<file path="src/rtl/axi_mgr_tx_sequencer.sv">
// Command sequencer for the AXI manager: buffers read/write commands in a small FIFO, walks each
// one through its channel enables, and returns exactly one response per command. A watchdog
// aborts any transaction that stalls in a wait state.
module axi_mgr_tx_sequencer #(
  parameter int unsigned ADDR_W      = 32,
  parameter int unsigned DATA_W      = 64,
  parameter int unsigned FIFO_DEPTH  = 4,
  parameter int unsigned TIMEOUT_CYC = 256
) (
  input  logic              ACLK,
  input  logic              ARESETn,
  input  logic              cmd_valid,
  output logic              cmd_ready,
  input  logic              cmd_write,
  input  logic [ADDR_W-1:0] cmd_addr,
  input  logic [DATA_W-1:0] cmd_wdata,
  output logic [4:0]        tx_en,
  output logic [ADDR_W-1:0] mgr_tx_AW,
  output logic [DATA_W-1:0] mgr_tx_W,
  output logic [ADDR_W-1:0] mgr_tx_AR,
  input  logic [4:0]        new_data,
  input  logic [1:0]        mgr_bresp,
  input  logic [1:0]        mgr_rresp,
  input  logic [DATA_W-1:0] mgr_rx_R,
  output logic              rsp_valid,
  input  logic              rsp_ready,
  output logic              rsp_write,
  output logic [1:0]        rsp_resp,
  output logic [DATA_W-1:0] rsp_rdata,
  output logic              rsp_timeout,
  output logic              busy
);

  localparam int unsigned PtrW = $clog2(FIFO_DEPTH);
  localparam int unsigned CntW = $clog2(FIFO_DEPTH) + 1;
  localparam int unsigned EntW = 1 + ADDR_W + DATA_W;
  localparam int unsigned WdW  = $clog2(TIMEOUT_CYC + 2);

  localparam logic [2:0] StIdle  = 3'd0;
  localparam logic [2:0] StWrAwW = 3'd1;
  localparam logic [2:0] StWrB   = 3'd2;
  localparam logic [2:0] StRdAr  = 3'd3;
  localparam logic [2:0] StRdR   = 3'd4;
  localparam logic [2:0] StRsp   = 3'd5;

  logic [EntW-1:0]   mem_q [FIFO_DEPTH];
  logic [PtrW-1:0]   wr_ptr_q, wr_ptr_d, rd_ptr_q, rd_ptr_d;
  logic [CntW-1:0]   count_q, count_d;
  logic [2:0]        state_q, state_d;
  logic [4:0]        tx_en_q, tx_en_d;
  logic [ADDR_W-1:0] aw_q, aw_d, ar_q, ar_d;
  logic [DATA_W-1:0] w_q, w_d;
  logic [WdW-1:0]    wd_q, wd_d, wd_inc;
  logic              rsp_valid_q, rsp_valid_d, rsp_write_q, rsp_write_d;
  logic              rsp_timeout_q, rsp_timeout_d;
  logic [1:0]        rsp_resp_q, rsp_resp_d;
  logic [DATA_W-1:0] rsp_rdata_q, rsp_rdata_d;

  logic              push, pop, abort, wd_hit;
  logic [1:0]        wr_left;
  logic              head_write;
  logic [ADDR_W-1:0] head_addr;
  logic [DATA_W-1:0] head_data;

  assign cmd_ready = (count_q != CntW'(FIFO_DEPTH));
  assign push      = cmd_valid & cmd_ready;
  assign {head_write, head_addr, head_data} = mem_q[rd_ptr_q];

  // A zero timeout parks the counter so it can never hit.
  assign wd_inc = (TIMEOUT_CYC == 0) ? wd_q : wd_q + WdW'(1);
  assign wd_hit = (TIMEOUT_CYC != 0) && (wd_inc == WdW'(TIMEOUT_CYC));

  // FIFO storage; contents are discarded on reset simply by clearing the pointers.
  always_ff @(posedge ACLK) begin
    if (push) mem_q[wr_ptr_q] <= {cmd_write, cmd_addr, cmd_wdata};
  end

  // FIFO bookkeeping: push and pop may coincide, pointers wrap naturally at a power-of-2 depth.
  always_comb begin
    wr_ptr_d = push ? wr_ptr_q + PtrW'(1) : wr_ptr_q;
    rd_ptr_d = pop ? rd_ptr_q + PtrW'(1) : rd_ptr_q;
    count_d  = count_q + CntW'(push) - CntW'(pop);
  end

  // Transaction FSM, channel enables, watchdog and response capture.
  always_comb begin
    state_d       = state_q;
    tx_en_d       = tx_en_q;
    aw_d          = aw_q;
    w_d           = w_q;
    ar_d          = ar_q;
    wd_d          = wd_q;
    rsp_valid_d   = rsp_valid_q;
    rsp_write_d   = rsp_write_q;
    rsp_resp_d    = rsp_resp_q;
    rsp_rdata_d   = rsp_rdata_q;
    rsp_timeout_d = rsp_timeout_q;
    pop           = 1'b0;
    abort         = 1'b0;
    wr_left       = 2'b00;
    case (state_q)
      StIdle: begin
        if (count_q != '0) begin
          pop  = 1'b1;
          wd_d = '0;
          if (head_write) begin
            state_d = StWrAwW;
            tx_en_d = 5'b11000;
            aw_d    = head_addr;
            w_d     = head_data;
          end else begin
            state_d = StRdAr;
            tx_en_d = 5'b00010;
            ar_d    = head_addr;
          end
        end
      end
      StWrAwW: begin
        // AW and W complete independently; only still-pending channels count as progress.
        wr_left = tx_en_q[4:3] & ~new_data[4:3];
        if (wr_left == 2'b00) begin
          state_d = StWrB;
          tx_en_d = 5'b00100;
          wd_d    = '0;
        end else if (wr_left != tx_en_q[4:3]) begin
          tx_en_d[4:3] = wr_left;
          wd_d         = '0;
        end else if (wd_hit) begin
          abort = 1'b1;
        end else begin
          wd_d = wd_inc;
        end
      end
      StWrB: begin
        if (new_data[2]) begin
          state_d       = StRsp;
          tx_en_d       = '0;
          wd_d          = '0;
          rsp_valid_d   = 1'b1;
          rsp_write_d   = 1'b1;
          rsp_resp_d    = mgr_bresp;
          rsp_rdata_d   = '0;
          rsp_timeout_d = 1'b0;
        end else if (wd_hit) begin
          abort = 1'b1;
        end else begin
          wd_d = wd_inc;
        end
      end
      StRdAr: begin
        if (new_data[1]) begin
          state_d = StRdR;
          tx_en_d = 5'b00001;
          wd_d    = '0;
        end else if (wd_hit) begin
          abort = 1'b1;
        end else begin
          wd_d = wd_inc;
        end
      end
      StRdR: begin
        if (new_data[0]) begin
          state_d       = StRsp;
          tx_en_d       = '0;
          wd_d          = '0;
          rsp_valid_d   = 1'b1;
          rsp_write_d   = 1'b0;
          rsp_resp_d    = mgr_rresp;
          rsp_rdata_d   = mgr_rx_R;
          rsp_timeout_d = 1'b0;
        end else if (wd_hit) begin
          abort = 1'b1;
        end else begin
          wd_d = wd_inc;
        end
      end
      StRsp: begin
        if (rsp_ready) begin
          state_d     = StIdle;
          rsp_valid_d = 1'b0;
          wd_d        = '0;
        end
      end
      default: begin
        state_d = StIdle;
        tx_en_d = '0;
      end
    endcase
    if (abort) begin
      state_d       = StRsp;
      tx_en_d       = '0;
      wd_d          = '0;
      rsp_valid_d   = 1'b1;
      rsp_write_d   = (state_q == StWrAwW) || (state_q == StWrB);
      rsp_resp_d    = 2'b10;
      rsp_rdata_d   = '0;
      rsp_timeout_d = 1'b1;
    end
  end

  // State registers; reset drops the enables and any pending response immediately.
  always_ff @(posedge ACLK or negedge ARESETn) begin
    if (!ARESETn) begin
      wr_ptr_q      <= '0;
      rd_ptr_q      <= '0;
      count_q       <= '0;
      state_q       <= StIdle;
      tx_en_q       <= '0;
      aw_q          <= '0;
      w_q           <= '0;
      ar_q          <= '0;
      wd_q          <= '0;
      rsp_valid_q   <= 1'b0;
      rsp_write_q   <= 1'b0;
      rsp_resp_q    <= 2'b00;
      rsp_rdata_q   <= '0;
      rsp_timeout_q <= 1'b0;
    end else begin
      wr_ptr_q      <= wr_ptr_d;
      rd_ptr_q      <= rd_ptr_d;
      count_q       <= count_d;
      state_q       <= state_d;
      tx_en_q       <= tx_en_d;
      aw_q          <= aw_d;
      w_q           <= w_d;
      ar_q          <= ar_d;
      wd_q          <= wd_d;
      rsp_valid_q   <= rsp_valid_d;
      rsp_write_q   <= rsp_write_d;
      rsp_resp_q    <= rsp_resp_d;
      rsp_rdata_q   <= rsp_rdata_d;
      rsp_timeout_q <= rsp_timeout_d;
    end
  end

  assign tx_en       = tx_en_q;
  assign mgr_tx_AW   = aw_q;
  assign mgr_tx_W    = w_q;
  assign mgr_tx_AR   = ar_q;
  assign rsp_valid   = rsp_valid_q;
  assign rsp_write   = rsp_write_q;
  assign rsp_resp    = rsp_resp_q;
  assign rsp_rdata   = rsp_rdata_q;
  assign rsp_timeout = rsp_timeout_q;
  assign busy        = (state_q != StIdle) || (count_q != '0);

endmodule
</file>
<file path="config.mk">
export PLATFORM = sky130hd
export DESIGN_NAME = axi_mgr_tx_sequencer
export DESIGN_NICKNAME = d
export VERILOG_FILES = /design/src/rtl/axi_mgr_tx_sequencer.sv
export SDC_FILE = /design/constraint.sdc
export NUM_CORES = 1
export LEC_CHECK = 0
export ABC_AREA = 0
export CAP_MARGIN = 25
export CORE_ASPECT_RATIO = 1.2
export CORE_MARGIN = 5
export CORE_UTILIZATION = 40
export DETAILED_ROUTE_END_ITERATION = 10
export SYNTH_ARGS = -nofsm -noshare
export SYNTH_HDL_FRONTEND = slang
export SYNTH_SLANG_ARGS = --single-unit
</file>
<file path="constraint.sdc">
create_clock -name ACLK -period 5.49 [get_ports ACLK]
set_clock_uncertainty 0.15 [all_clocks]
set_input_delay 1.098 -clock ACLK [delete_from_list [all_inputs] [get_ports ACLK]]
set_output_delay 1.098 -clock ACLK [all_outputs]
set_load 0.01 [all_outputs]
</file>
=== Word-level counts from Yosys, hierarchy flattened ===
Memories as Yosys holds them, arrays and structs flattened.
Index checks and enable logic that the tools add are counted.
W data, S select, Z words.

* Register bits after elaboration: 221
* Input port bits: 174
* Memories: 1
* RAM bits: 388
* Logic and storage cells: 117
* Output and inout port bits: 204

{| class="wikitable"
|+ Memory list
! name !! words !! width !! rd ports !! clocked after Yosys merged registers in !! write ports !! RTL line !! source
|-
| mem_q || 4 || 97 || 1 || 0 || 1 || 46 || <nowiki>logic [EntW-1:0] mem_q [FIFO_DEPTH];</nowiki>
|}

* Reductions and logical operators: 17
* Bitwise gates (word level): 4
* Add/sub/neg operators: 5
* Eq/ne operators: 16
* Muxes and demuxes: 59

{| class="wikitable"
|+ Operators by type and width
! kind !! number
|-
| $mux W64 || 3
|-
| $pmux W64 S2 || 1
|-
| $mux W9 || 9
|-
| $pmux W9 S6 || 1
|-
| $mux W5 || 6
|-
| $pmux W5 S6 || 1
|-
| $mux W3 || 8
|-
| $ne A3 B3 Y1 const B || 7
|-
| $mux W1 || 18
|-
| $pmux W3 S6 || 1
|-
| $reduce_and A6 Y1 || 3
|-
| $mux W2 || 6
|-
| $reduce_and A3 Y1 || 4
|-
| $add A9 B1 Y9 const B || 1
|-
| $eq A9 B9 Y1 const B || 1
|-
| $reduce_bool A3 Y1 || 3
|-
| $reduce_bool A7 Y1 || 1
|-
| $eq A3 B2 Y1 const B || 2
|-
| $eq A3 B3 Y1 const B || 2
|-
| $add A2 B1 Y2 const B || 2
|-
| $ne A4 B4 Y1 const B || 1
|-
| $pmux W1 S2 || 2
|-
| $pmux W1 S4 || 1
|-
| $pmux W2 S2 || 1
|-
| other kinds (15) || 16
|}

=== Logic depth before layout (Yosys ltp) ===
Gate-level depths: netlist of run 1.

* Word-level depth: 8
* Gate-level depth with buffers: 11
* Depth with buffers taken out: 11

=== Least setup slack after synthesis of run 1 ===
Ideal clock, no wire load.

* Kind: input-to-reg
* Start: in cmd_valid
* End: mem mem_q[0][0] (netlist bit) (enable)
* Required time: 4.872 ns
* Buffers on the path: 0
* Setup slack: 1.489 ns
* Stages: 1
* Setup time: 0.468 ns
* Data arrival time: 3.383 ns
* Cells stage by stage: and3_1

* Longest elaborated chain between the ends: 3

{| class="wikitable"
|+ RTL lines
! what !! RTL line !! source
|-
| from (decl) || 12 || <nowiki>input logic cmd_valid,</nowiki>
|-
| $and A1 B1 Y1 || 66 || <nowiki>assign push = cmd_valid & cmd_ready;</nowiki>
|-
| $mux W1 || 75 || <nowiki>if (push) mem_q[wr_ptr_q] <= {cmd_write, cmd_addr, cmd_wdata};</nowiki>
|-
| $mux W1 (not written as such) || 75 ||
|-
| to (decl) || 46 ||
|}

No other way between the ends.

=== Final worst setup path of run 1 ===
* Start: reg state_q[0]
* End: out busy

* Longest elaborated chain between the ends: 2

{| class="wikitable"
|+ RTL lines
! what !! RTL line !! source
|-
| from (decl) || 49 || <nowiki>logic [2:0] state_q, state_d;</nowiki>
|-
| from (signal assigned) || 207 || <nowiki>state_q <= StIdle;</nowiki>
|-
| from (signal assigned) || 222 || <nowiki>state_q <= state_d;</nowiki>
|-
| $reduce_bool A3 Y1 || 245 || <nowiki>assign busy = (state_q != StIdle) || (count_q != '0);</nowiki>
|-
| $logic_or A1 B1 Y1 || 245 ||
|-
| to (decl) || 31 || <nowiki>output logic busy</nowiki>
|}

No other way between the ends.

==> results of run 1 <==
per-stage QoR:
| stage | std cells | util (%) | hold WS [ns] | setup WS, ns | instance area, µm² |
|---|---|---|---|---|---|
| detailed placement | 2171 | 48.7 | 0.319 | 1.54 | 27300 |
| global placement | 2171 | 48.7 | 0.319 | 1.60 | 27300 |
| CTS | 2286 | 52.2 | 0.334 | 1.66 | 29300 |
| finish | 2291 | 52.2 | 0.328 | 1.72 | 29300 |
| global route | 2286 | 52.2 | 0.357 | 1.44 | 29300 |
| floorplan | 1107 | - | 0.318 | 1.49 | 22700 |
synthesized netlist by cell type, types with 8 or more instances:
library cell / n
edfxtp_1: 388
dfrtp_1: 221
mux2_2: 99
mux4_2: 97
a22o_1: 66
clkbuf_1: 29
mux2_1: 29
nand2_1: 22
o21ai_0: 18
nor2_1: 12
inv_1: 10
a21oi_1: 9
buf_1: 9
buf_6: 8
registers in the layout, indices dropped and copies added, names as in the netlist:
signal       count
mgr_tx_AW       32
rsp_rdata       64
mgr_tx_W        64
wd_q             9
state_q          3
rsp_timeout      1
wr_ptr_q         2
rsp_resp         2
mem_q          388
mgr_tx_AR       32
rsp_valid        1
rsp_write        1
rd_ptr_q         2
count_q          3
tx_en            5
worst max-delay path, delay by kind of cell (launching register included):
family	cells	cell delay (ns)
DFF	1	0.65
and+or+nand+nor	2	0.70
buffers and inverters	1	0.57
routing by layer:
| layer | GRT usage, % | vias up | share of wire (%) |
|---|---|---|---|
| li1 | - | 5245 | - |
| met1 | 19.4 | 6227 | 38 |
| met2 | 29.6 | 349 | 51 |
| met3 | 6.54 | 82 | 9.1 |
| met4 | 3.62 | 10 | 1.9 |
| met5 | 0 | - | 0.12 |
power by group:
part | internal, mW | total (mW) | switching, mW
logic | 3.01 | 5.41 | 2.40
clock network | 2.35 | 4.05 | 1.70
registers | 6.32 | 7.08 | 0.763
logic make-up after synthesis:
logic type,share of synthesized area [%]
flops,75.8
mux,16.1
compound gates,4.14
simple gates,1.88
buf+inv,1.35
fa+ha+maj,0.475
xor+xnor,0.270
cell type report:
type / count / area [µm²]
Antenna cell: 5 / 12.5
Clock buffer: 83 / 1660
Sequential cell: 609 / 17200
Tap cell: 727 / 910
Clock inverter: 32 / 294
Inverter: 10 / 37.5
Multi-Input combinational cell: 435 / 5220
Timing Repair Buffer: 390 / 3950
Fill cell: 4582 / 26800
final timing paths:
kind                             start            end  slack, ns
max in group asynchronous      ARESETn   mgr_tx_W[63]       3.69
max reg2reg                rd_ptr_q[0]   mgr_tx_W[22]       2.13
max                         state_q[0]           busy       1.72
min                        rsp_timeout    rsp_timeout       0.33
min reg2reg                rsp_timeout    rsp_timeout       0.33
min in group asynchronous      ARESETn  rsp_rdata[29]       0.35
==> qor.txt, run 1 <==
status = completed
via/cell ratio = 5.20
core footprint = 0.0561 mm²
unique cell type count in the Yosys netlist = 54
total CTS buffers = 61
commonest cells after routing, fill and taps aside = edfxtp_1 (388), clkdlybuf4s50_1 (376), dfrtp_1 (219)
CTS sink cnt = 609
port bufs = 377
WS Path Type = reg2out
synth top area cells = edfxtp_1 (51%), dfrtp_1 (24%), mux4_2 (9.6%)
# hold bufs at CTS = 0
Final Hold Fails = 0
Synthesized Nets = 1289
Startpoint Class = register
first-pass GRT wire length = 79100 µm
post-synth top area cell = edfxtp_1
WL/cell = 23.0 µm
initial core utilization = 40.4%
Rows = 95
Max Cap Viol = 0
Post-synth ARST share = 36.3%
All-Layer GR Usage = 16.8%
area share of the largest cell type after synthesis = 51.4%
Max stage delay cell, worst path = dfrtp_1
largest fanout on the critical path = 23
share of layout cells above drive strength 1 = 20.4%
crit path cell chain = nor3_1, nand2_1, clkdlybuf4s50_1
CTS tree = built
DRT iter0 DRCs = 469
count of flip-flops with a built-in enable after synthesis = 388
slew margin rel. = 35.2%
max incr delay on CP = 0.65 ns
Post-CTS Resized = 0
required time of the critical path = 4.24 ns
initial antenna violation count = 9
Slew @ Worst Pin = 0.973 ns
leakage power = 10.6 nW
DRC = 0
Most used DFF post-synth = edfxtp_1
FF-to-FF path depth = 4
dpl hpwl = 32800 µm
yosys warns = 0
routability cong. = 0.764
nets@finish = 1689
fin. max-slew vios = 0
post-synthesis sequential area ratio = 75.8%
iteration count of the initial detailed-routing pass = 4
Worst-path clk slew = 0.06 ns
RSZ-0062 raised after global routing = false
Post-Synthesis Cells = 1107
via count of the first global-routing pass = 12900
DIE AREA = 0.0615 mm²
power density over the cells = 565 mW/mm²
most common cell after layout, fill and taps aside = edfxtp_1
Design Power = 16.5 mW
hold path depth = 2
CP arrival = 2.52 ns
Die X = 227 µm
nature of the critical path endpoint = output port
clock root cell = clkbuf_16
DRT Wirelength = 52700 µm
largest net degree at the start of global routing = 103
clock buffer depth = 3
Post-CTS Setup Bufs = 0
grt ovf = 0
Seq cells post-synth = 609
FMAX = 265 MHz
Mapped Avg Cell Area = 20.5 µm²
ANT nets after route = 0
Max rail drop VDD = 0.000357 V
Area Growth Syn to Fin = 29.2%
Setup TNS = 0 ns
fin crit period = 3.77 ns
Syn Std Cell Area = 0.0227 mm²
Hold Crit Class = reg2reg
I/O Pins = 378
die height = 271 µm
Via Count = 11900
worst skew pair latency = 0.60 ns
final setup fails = 0
crit share post-route = 68.6%
CTS H-tree lvls = 2
Note: power is estimated with default switching activity, not from simulation.
==> run 2, diff against run 1 <==
Clock period 5.49 ns to 3.67 ns, I/O delays scaled along.
==> qor.txt, run 2 (same netlist as run 1, synthesis figures left out) <==
power density over the cells = 848 mW/mm² (+50%)
commonest cells after routing, fill and taps aside = edfxtp_1 (388), clkdlybuf4s50_1 (376), dfrtp_1 (219)
initial antenna violation count = 8 (-1)
FF-to-FF path depth = 9 (+5)
fin. max-slew vios = 0 (unchanged)
Setup crit start = state_q[2]
clock buffer depth = 3 (unchanged)
worst skew pair latency = 0.62 ns (+0.02 ns)
Max rail drop VDD = 0.000971 V (+170%)
worst setup path end = busy
fillers = 4511 (-1.5%)
DRT iter0 DRCs = 503 (+7.2%)
dpl hpwl = 33000 µm (+0.73%)
first-pass GRT wire length = 79000 µm (about the same)
status = completed
DRC = 0 (unchanged)
via/cell ratio = 5.16 (-0.86%)
RSZ-0062 raised after global routing = false
crit path cell chain = nor3_1, nand2_1, clkdlybuf4s50_1
nature of the critical path endpoint = output port
total CTS buffers = 61 (unchanged)
die height = 271 µm (unchanged)
initial core utilization = 40.4% (unchanged)
port bufs = 377 (unchanged)
Area Growth Syn to Fin = 30.4%
hold path depth = 1 (-1)
fin crit period = 3.22 ns
worst-case register-to-register setup slack = 0.71 ns (-1.42 ns)
max reg flops = 388 (unchanged)
largest net degree at the start of global routing = 99 (-3.9%)
DRT Wirelength = 52400 µm (-0.43%)
iteration count of the initial detailed-routing pass = 4 (unchanged)
leakage power = 10.7 nW (+1.1%)
I/O Pins = 378 (unchanged)
required time of the critical path = 2.79 ns (-1.45 ns)
CTS sink cnt = 609 (unchanged)
Final Hold Fails = 0 (unchanged)
Largest Register = mem_q
clock root cell = clkbuf_16
Startpoint Class = register
Setup TNS = 0 ns (unchanged)
Max Cap Viol = 0 (unchanged)
core footprint = 0.0561 mm² (unchanged)
largest fanout on the critical path = 12 (-48%)
Multi-input gate area = 0.00522 mm² (unchanged)
CTS H-tree lvls = 2 (unchanged)
grt ovf = 0 (unchanged)
Hold Crit Class = reg2reg
CP arrival = 2.34 ns (-0.18 ns)
Post-CTS Setup Bufs = 0 (unchanged)
share of layout cells above drive strength 1 = 21.0% (+0.56 points)
Worst-path clk slew = 0.06 ns (about the same)
Rows = 95 (unchanged)
reg-to-reg endpoint = count_q[2]
All-Layer GR Usage = 16.7% (-0.034 points)
routability cong. = 0.783 (+2.4%)
crit share post-route = 87.8%
worst r2r src = state_q[2]
most common cell after layout, fill and taps aside = edfxtp_1
dpl ws = 0.356 ns (-1.18 ns)
FMAX = 310 MHz
nets@finish = 1700 (+0.65%)
WS Path Type = reg2out
Via Count = 11900 (-0.43%)
DIE AREA = 0.0615 mm² (unchanged)
Slew @ Worst Pin = 0.927 ns (-0.0454 ns)
final setup fails = 0 (unchanged)
via count of the first global-routing pass = 12900 (+0.41%)
Max stage delay cell, worst path = clkdlybuf4s50_1
FF/Latch Area = 0.0172 mm² (unchanged)
CTS tree = built
max incr delay on CP = 0.58 ns (-0.07 ns)
slew margin rel. = 38.2% (+3.0 points)
ANT nets after route = 0 (unchanged)
WL/cell = 22.8 µm (-0.86%)
final setup margin = 0.449 ns (-1.27 ns)
Die X = 227 µm (unchanged)
## run 2: repair_timing
item / in CTS / in global routing
hold buffers: 1 / 0
endpoints found under the hold margin: 7 / 0
gates resized for setup: 0 / 0
## run 2: where the power goes
| part | total, mW | switching, mW | internal (mW) | leakage (nW) |
|---|---|---|---|---|
| combinational | 8.46 | 3.85 | 4.61 | 3.40 |
| sequential | 10.3 | 0.880 | 9.45 | 6.32 |
| clock | 6.28 | 2.57 | 3.72 | 1.00 |
## run 2: per-stage QoR
stage / utilization [%] / hold slack [ns] / cells / instance area [µm²] / total power [mW]
detailed placement: 49.0 / 0.324 / 2181 / 27500 / 19.2
CTS: 52.7 / 0.340 / 2297 / 29500 / 25.6
global route: 52.7 / 0.355 / 2299 / 29500 / 26.5
global placement: 49.0 / 0.318 / 2181 / 27500 / 19.0
finish: 52.7 / 0.332 / 2301 / 29600 / 25.1
floorplan: - / 0.288 / 1107 / 22700 / 15.0
## run 2: layout make-up
class,count,area share [%]
flip-flops and latches,609,58.2
repair buffers,401,14.0
clock inverters,32,1.22
clock buffers,83,5.72
multi-input cells,435,17.7
well taps,727,3.08
diodes,4,0.0339
inverters,10,0.127
## run 2: worst min path at each step
stage | slack (ns) | from | endpoint
after floorplan | 0.29 | ARESETn | count_q[0]
after global placement | 0.32 | mgr_tx_AR[2] | mgr_tx_AR[2]
after detailed placement | 0.32 | mgr_tx_AR[8] | mgr_tx_AR[8]
after CTS | 0.34 | mgr_tx_AR[25] | mgr_tx_AR[25]
after global routing | 0.36 | mgr_tx_AR[26] | mgr_tx_AR[26]
final | 0.33 | mgr_tx_AR[25] | mgr_tx_AR[25]
## run 2: routing by layer
metal,track usage [%],vias up,wire length [µm]
met5,0,-,34
met4,4.58,6,1230
met3,6.59,88,5040
met2,28.9,376,26200
met1,19.5,6115,20000
li1,-,5277,-
## run 2: critical path, delay by kind of cell, from the launching register on
family,cells,cell delay (ns)
buf+inv,1,0.58
flops,1,0.49
simple gates,2,0.65
==> run 3, diff against run 2 <==
Settings changed: REMOVE_ABC_BUFFERS set to 1.
==> qor.txt, run 3 (same netlist as run 1, synthesis figures left out) <==
status = completed
DRC = 0 (unchanged)
worst r2r src = state_q[2]
DRT Wirelength = 51600 µm (-1.5%)
clock root cell = clkbuf_16
share of layout cells above drive strength 1 = 20.9% (-0.077 points)
required time of the critical path = 2.79 ns (about the same)
CP arrival = 2.33 ns (about the same)
final setup fails = 0 (unchanged)
startpoint of the worst hold path = mgr_tx_AR[13]
grt ovf = 0 (unchanged)
core footprint = 0.0561 mm² (unchanged)
# placed instances = 2181 (unchanged)
fin. max-slew vios = 0 (unchanged)
Max rail drop VDD = 0.000464 V (-52%)
routability cong. = 0.849 (+8.4%)
CTS tree = built
Area Growth Syn to Fin = 30.3% (about the same)
Hold Crit Class = reg2reg
hold path depth = 1 (unchanged)
Worst-path clk slew = 0.06 ns (about the same)
largest net degree at the start of global routing = 98 (-1.0%)
most common cell after layout, fill and taps aside = edfxtp_1
All-Layer GR Usage = 16.5% (-0.28 points)
final core occ = 52.6% (about the same)
RSZ-0062 raised after global routing = false
Largest Register = mem_q
total CTS buffers = 61 (unchanged)
nature of the critical path endpoint = output port
FF-to-FF path depth = 6 (-3)
Via Count = 11900 (+0.29%)
via count of the first global-routing pass = 13000 (+0.63%)
Rows = 95 (unchanged)
reg-to-reg endpoint = mgr_tx_AR[20]
Final Hold Fails = 0 (unchanged)
die height = 271 µm (unchanged)
Setup TNS = 0 ns (unchanged)
FMAX = 312 MHz (+0.33%)
Max Cap Viol = 0 (unchanged)
Die X = 227 µm (unchanged)
initial core utilization = 40.4% (unchanged)
nets@finish = 1700 (unchanged)
ANT nets after route = 0 (unchanged)
Startpoint Class = register
worst skew pair latency = 0.61 ns (about the same)
crit share post-route = 87.5% (-0.28 points)
commonest cells after routing, fill and taps aside = edfxtp_1 (388), clkdlybuf4s50_1 (376), dfrtp_1 (219)
dpl ws = 0.420 ns (+0.0637 ns)
DRT iter0 DRCs = 515 (+2.4%)
WL/cell = 22.5 µm (-1.5%)
largest fanout on the critical path = 12 (unchanged)
slew margin rel. = 48.4% (+10 points)
max reg flops = 388 (unchanged)
placed cell area = 0.0275 mm² (about the same)
CTS H-tree lvls = 2 (unchanged)
Slew @ Worst Pin = 0.774 ns (-0.154 ns)
fin crit period = 3.21 ns (-0.0105 ns)
Hold Path Sink = mgr_tx_AR[13]
leakage power = 10.7 nW (about the same)
first-pass GRT wire length = 78400 µm (-0.79%)
iteration count of the initial detailed-routing pass = 5 (+1)
clock buffer depth = 3 (unchanged)
power density over the cells = 844 mW/mm² (-0.54%)
fin area = 0.0295 mm² (about the same)
final setup margin = 0.460 ns (+0.0105 ns)
via/cell ratio = 5.17 (+0.33%)
I/O Pins = 378 (unchanged)
DIE AREA = 0.0615 mm² (unchanged)
port bufs = 377 (unchanged)
Finished Layout Cells = 2300 (-0.043%)
CTS sink cnt = 609 (unchanged)
initial antenna violation count = 8 (unchanged)
WS Path Type = reg2out
worst-case register-to-register setup slack = 0.96 ns (+0.25 ns)
Post-CTS Resized = 0 (unchanged)
dpl hpwl = 32800 µm (-0.57%)
fillers = 4515 (+0.089%)
## run 3: per-layer routing
layer	vias to the layer above	global-route usage, %	wire (µm)
li1	5265	-	-
met1	6168	19.4	19900
met2	369	28.9	26100
met3	82	5.59	4410
met4	12	4.23	1090
met5	-	0	94
## run 3: repair_timing
| action | CTS | global route |
|---|---|---|
| endpoints found under the setup margin | 0 | 0 |
| hold buffers | 1 | 0 |
| setup buffers | 0 | 0 |
| hold endpoints to repair | 25 | 0 |
## run 3: worst max-delay path, cell delays in order (launching register included)
cell             delay [ns]
dfrtp_1                0.51
nor3_1                 0.41
nand2_1                0.27
clkdlybuf4s50_1        0.55
## run 3: worst max path at each step
stage	end	startpoint	slack (ns)
floorplan	mgr_tx_AW[0]	rd_ptr_q[0]	-3.63
global placement	mgr_tx_AR[1]	new_data[3]	0.45
detailed placement	mgr_tx_AR[20]	new_data[3]	0.42
CTS	busy	state_q[2]	0.39
global route	busy	state_q[2]	0.26
finish	busy	state_q[2]	0.46
## run 3: cell type report
type                    instances  area, µm²  area share, %
well taps                     727        910           3.08
inverters                      10       37.5          0.127
clock inverters                32        283          0.958
multi-input cells             435       5220           17.7
clock buffers                  84       1740           5.88
diodes                          2       5.00         0.0169
flip-flops and latches        609      17200           58.2
repair buffers                401       4150           14.1
## run 3: where the power goes
| part | leakage, nW | switching [mW] | internal [mW] |
|---|---|---|---|
| logic | 3.41 | 3.78 | 4.63 |
| registers | 6.32 | 0.888 | 9.45 |
| clock network | 0.991 | 2.52 | 3.64 |
## run 3: stage by stage
step	hold slack [ns]	power, mW
after floorplan	0.288	15.1
after global routing	0.357	26.3
final	0.335	24.9
after global placement	0.320	19.0
after CTS	0.341	25.4
after detailed placement	0.328	19.1
